===== config.mk =====
export PLATFORM = sky130hd
export DESIGN_NAME = result_streamer
export DESIGN_NICKNAME = d
export VERILOG_FILES = /design/src/rtl/result_streamer.sv
export SDC_FILE = /design/constraint.sdc
export NUM_CORES = 1
export LEC_CHECK = 0
export CAP_MARGIN = 20
export CORE_ASPECT_RATIO = 1.75
export CORE_MARGIN = 8
export CORE_UTILIZATION = 40
export CTS_CLUSTER_DIAMETER = 150
export DETAILED_ROUTE_END_ITERATION = 7
export GPL_TIMING_DRIVEN = 0
export HOLD_SLACK_MARGIN = 0.15
export PLACE_DENSITY = 0.68
export SLEW_MARGIN = 20
export SYNTH_ARGS = -nofsm -noshare
export SYNTH_HDL_FRONTEND = slang
export SYNTH_SLANG_ARGS = --single-unit
export TNS_END_PERCENT = 1

===== constraint.sdc =====
create_clock -name clk -period 4.77 [get_ports clk]
set_clock_uncertainty 0.1 [all_clocks]
set_input_delay 0.954 -clock clk [delete_from_list [all_inputs] [get_ports clk]]
set_output_delay 0.954 -clock clk [all_outputs]
set_load 0.005 [all_outputs]

===== src/rtl/result_streamer.sv =====
// result_streamer: reads words from a synchronous result memory and streams them out as little-endian beats on a valid/ready link
module result_streamer #(
  parameter int DATA_WIDTH = 16,
  parameter int OUT_WIDTH  = 8,
  parameter int ADDR_WIDTH = 5,
  parameter int CNT_WIDTH  = 6
) (
  input  logic                  clk,
  input  logic                  reset,
  input  logic                  start,
  input  logic [ADDR_WIDTH-1:0] base_addr,
  input  logic [CNT_WIDTH-1:0]  count,
  output logic                  mem_rd_en,
  output logic [ADDR_WIDTH-1:0] mem_rd_addr,
  input  logic [DATA_WIDTH-1:0] mem_rd_data,
  output logic [OUT_WIDTH-1:0]  tx_data,
  output logic                  tx_valid,
  input  logic                  tx_ready,
  output logic                  busy,
  output logic                  done
);
  localparam int BEATS = DATA_WIDTH / OUT_WIDTH;
  localparam int BW = BEATS > 1 ? $clog2(BEATS) : 1;
  localparam logic [2:0] IDLE = 3'd0, READ = 3'd1, LOAD = 3'd2, SEND = 3'd3, FIN = 3'd4;
  logic [2:0] state;
  logic [ADDR_WIDTH-1:0] ptr, last_addr;
  logic [CNT_WIDTH-1:0] words_left;
  logic [DATA_WIDTH-1:0] shreg;
  logic [BW-1:0] beat_idx;
  logic last_beat;
  always_comb begin
    mem_rd_en = state == READ;
    mem_rd_addr = state == READ ? ptr : last_addr;
    tx_valid = state == SEND;
    tx_data = shreg[OUT_WIDTH-1:0];
    busy = state != IDLE;
    done = state == FIN;
    last_beat = beat_idx == BW'(BEATS - 1);
  end
  always_ff @(posedge clk) begin
    if (!reset) begin
      state <= IDLE;
      ptr <= '0;
      last_addr <= '0;
      words_left <= '0;
      shreg <= '0;
      beat_idx <= '0;
    end else begin
      case (state)
        IDLE: if (start) begin
          ptr <= base_addr;
          words_left <= count;
          state <= count == '0 ? FIN : READ;
        end
        READ: begin
          last_addr <= ptr;
          state <= LOAD;
        end
        LOAD: begin
          shreg <= mem_rd_data;
          beat_idx <= '0;
          state <= SEND;
        end
        SEND: if (tx_ready) begin
          shreg <= shreg >> OUT_WIDTH;
          beat_idx <= beat_idx + 1'b1;
          if (last_beat) begin
            words_left <= words_left - 1'b1;
            ptr <= ptr + 1'b1;
            state <= words_left == CNT_WIDTH'(1) ? FIN : READ;
          end
        end
        FIN: state <= IDLE;
        default: state <= IDLE;
      endcase
    end
  end
endmodule

* After elaboration in Yosys (flattened, before gate mapping)
Cells that the tools add are included.
Storage, ports and cells: register bits after elaboration 36, bits of input ports 31, output and inout bits 17, word-level logic and storage cells 44
Cells by class: add/sub/neg operators 3, equality and inequality tests 8, mux-type cells 19, reduce and logical (&&, ||, !) cells 8
Operators by type and width (number):
- $pmux W16 S2 | 1
- $mux W5 | 4
- $mux W6 | 3
- $mux W16 | 1
- $mux W3 | 5
- $pmux W3 S4 | 1
- $pmux W6 S2 | 1
- $pmux W5 S2 | 1
- $eq A3 B2 Y1 const B | 2
- $eq A6 B1 Y1 const B | 1
- $logic_not A6 Y1 | 1
- $sub A6 B1 Y6 const B | 1
- $add A5 B1 Y5 const B | 1
- $ne A2 B1 Y1 const B | 2
- $reduce_and A4 Y1 | 1
- $reduce_bool A2 Y1 | 2
- $eq A3 B1 Y1 const B | 1
- $eq A3 B3 Y1 const B | 1
- $logic_not A3 Y1 | 1
- $reduce_and A3 Y1 | 1
- $reduce_bool A3 Y1 | 1
- $ne A2 B2 Y1 const B | 1
- $pmux W1 S2 | 1
- $reduce_and A2 Y1 | 1
- other kinds (2) | 2

* Logic depth before layout (Yosys ltp)
depth in word-level cells 5, depth in mapped cells 7, gate-level depth less buffers 5

* Worst setup path before layout
Ideal clock, no wire load.
path kind reg2out, start register state[0], end output port mem_rd_addr[0], data arrival time 1.296 ns, setup slack 2.420 ns, stages on the path, launching flop included 5, buffers on the path 1, cell sequence dfxtp_1 buf_4 inv_2 nor3_2 mux2_2
Between the ends: longest elaborated chain between the ends 2
Ends and longest elaborated chain:
- start: declaration | RTL line 25 | logic [2:0] state;
- start signal: assignment | RTL line 53 | state <= count == '0 ? FIN : READ;
- start signal: assignment | RTL line 70 | state <= words_left == CNT_WIDTH'(1) ? FIN : READ;
- $eq A3 B1 Y1
- named net mem_rd_en | RTL line 13 | output logic mem_rd_en,
- $mux W5
- end: declaration | RTL line 14 | output logic [ADDR_WIDTH-1:0] mem_rd_addr,
The timed path passes the listed nets, and every way through them passes these cells.

* Final worst setup path
start register state[0], end output port mem_rd_addr[3]
Between the ends: longest elaborated chain between the ends 2
Ends and longest elaborated chain:
- $eq A3 B1 Y1 | RTL line 33 | mem_rd_addr = state == READ ? ptr : last_addr;
- $mux W5
Every way passes these cells.

==> metrics.txt <==
worst hold start=shreg[4]$_SDFFE_PN0P_; RSZ-0062 raised after global routing=false; Worst Hold Class=reg -> reg; DR iter-0 viols=84; Reg clk slew, reported paths=70 ps; Setup Viol. Count Final=0; synthesis-to-layout area growth=35.8%; Synth area leaders=dfxtp_1, a21oi_1, buf_4, o221ai_1, nor2_1; Maximum Capacitance Violations=0; Critical Path Fanout Max=10; register area share after synthesis=41.0%; vias in the first global route=1700; crit path from=state[0]$_SDFFE_PN0P_; DPL Wire Length=3480 um; via count=1677; Syn Nets=242; final core occ=55.3%; Congestion Overflow GR=0; Yosys top cell area share=41.0%; first-pass GRT wire length=7780 um; worst setup margin=1500 ps; type of the worst setup path=reg -> out; DP Cell Count=306; CTS Sinks=36; hold_ws=354 ps; die area=6860 sq um; Max Freq=0.306 GHz; leakage=0.878 nW; outcome=finished clean; Post-Syn Instances=208; wire per inst=14.8 um; count of cells resized by post-cts repair=0; #FFs+latches synth=36; Power Dens Cells=352 nW/um^2; ys flop type=dfxtp_1; port bufs=47; fin area=2390 sq um; drt drc=0; CP arrival=2220 ps; GPL Wtd Cong=0.824; # rows=32; setup TNS=0 ps; Cell variety after synth=43; Avg Cell Area, Syn=8.46 sq um; actual slew at the worst max-slew pin=593 ps; Tot Pwr=0.841 mW; Slew Limit Fails=0; Layout Cells excl Fill=313; yosys synthesis warning count=0; CTS Buffer Depth=2; final net count=296; Die Width=66.1 um; Place WS=1740 ps; fin crit share=68.6%; Routed Antenna Nets=0; Critical Path Max Stage Delay=450 ps; largest net degree at the start of global routing=11; Synth Cell Area=1760 sq um; async set or reset register ratio after synthesis=0%; Worst Path Required=3720 ps; Top delay family on crit path=buffers and inverters; total CTS buffers=5; antenna violations before repair=0; Initial Utilization=40.7%; worst reg2reg path startpoint=state[0]$_SDFFE_PN0P_; io pins=48; number of synthesized flops with an enable pin=0; Placed Area=2290 sq um; Startpoint Class=flip-flop; most frequent cells in the layout=clkdlybuf4s50_1, dfxtp_1, a21oi_1; number of hold buffers added after CTS=0; critical path buffer and inverter count=3; CP endpoint kind=output port; Routed WL=4620 um; die height=104 um; max_slew headroom=60.3%; fraction of final layout cells sized beyond drive strength 1=12.2%; total setup buffers inserted after CTS=0; TritonCTS clock tree=built; All-Layer GR Usage=14.2%; Antenna diodes=0; commonest non-fill, non-tap cell in the layout=clkdlybuf4s50_1; Yosys top cell by area=dfxtp_1; Max IR drop VDD=0.254 mV; worst-skew pair later-pin latency=280 ps; number of fillers in the final layout=433; clk root buf=clkbuf_8; DRT Pass-1 Iters=4; total core area=4320 sq um; crit-path cells=buf_4 -> inv_2 -> nor3_2 -> mux2_2 -> clkdlybuf4s50_1; Fin. Hold Viols=0; htree depth=2; CP max-delay cell=clkdlybuf4s50_1; Vias/cell=5.36; Min Clock Period, post-route=3270 ps
==> final timing paths <==
kind | cells past startpoint | slack, ps | endpoint
worst min register to register | 2 | 350 | shreg[4]$_SDFFE_PN0P_
worst max register to register | 5 | 2930 | last_addr[3]$_SDFF_PN0_
worst max-delay path | 5 | 1500 | mem_rd_addr[3]
worst min-delay path | 2 | 350 | shreg[4]$_SDFFE_PN0P_
==> sequential cells by signal, indices dropped and copies added (netlist names) <==
signal      cells
shreg          16
words_left      6
last_addr       5
ptr             5
state           3
beat_idx        1
==> power breakdown <==
part | leakage [nW] | switching (mW) | total, mW | internal [mW]
clock | 0.0503 | 0.102 | 0.230 | 0.129
sequential | 0.294 | 0.0224 | 0.356 | 0.334
combinational | 0.534 | 0.125 | 0.254 | 0.129
total | 0.878 | 0.250 | 0.841 | 0.591
==> logic make-up (layout without fill, tap and decap cells) <==
kind of cell	Yosys count	count (layout)	synth area share, %
AO/OA/AOI/OAI	62	62	22.9
adder cells (fa/ha/maj)	3	3	2.13
buffers and inverters	28	82	8.89
flip-flops	36	36	41.0
multiplexers	5	5	3.20
AND/OR/NAND/NOR	74	74	21.9
==> worst min-delay path, stage by stage (launching register included) <==
cell and delay [ps]:
dfxtp_1 310, nand2_1 50, a21oi_1 50
==> Yosys cell counts (3+ instances only) <==
cell	n
dfxtp_1	36
a21oi_1	21
nor2_1	18
nand2_1	17
buf_4	10
and2_1	9
a22oi_1	8
o21ai_0	8
o221ai_1	8
clkbuf_1	7
nand3_1	6
buf_2	5
mux2_2	5
nor3_1	4
a211oi_1	3
ha_1	3
inv_1	3
nand2b_1	3
nand3b_1	3
or3_1	3
==> layer usage <==
layer,share of wire (%),up-vias,track usage [%]
met4,1.8,0,6.30
met1,38,761,14.3
met2,53,56,25.3
met5,0,-,0
met3,7.1,8,3.99
li1,-,852,-
==> cell type report <==
type / count / area [sq um] / share of cell area [%]
Sequential cell: 36 / 721 / 30.2
Multi-Input combinational cell: 144 / 882 / 36.9
Inverter: 5 / 18.8 / 0.785
Clock buffer: 7 / 96.3 / 4.03
Buffer: 23 / 138 / 5.76
Timing Repair Buffer: 47 / 470 / 19.7
Tap cell: 51 / 63.8 / 2.67
Power figures use the tool's default switching activity.
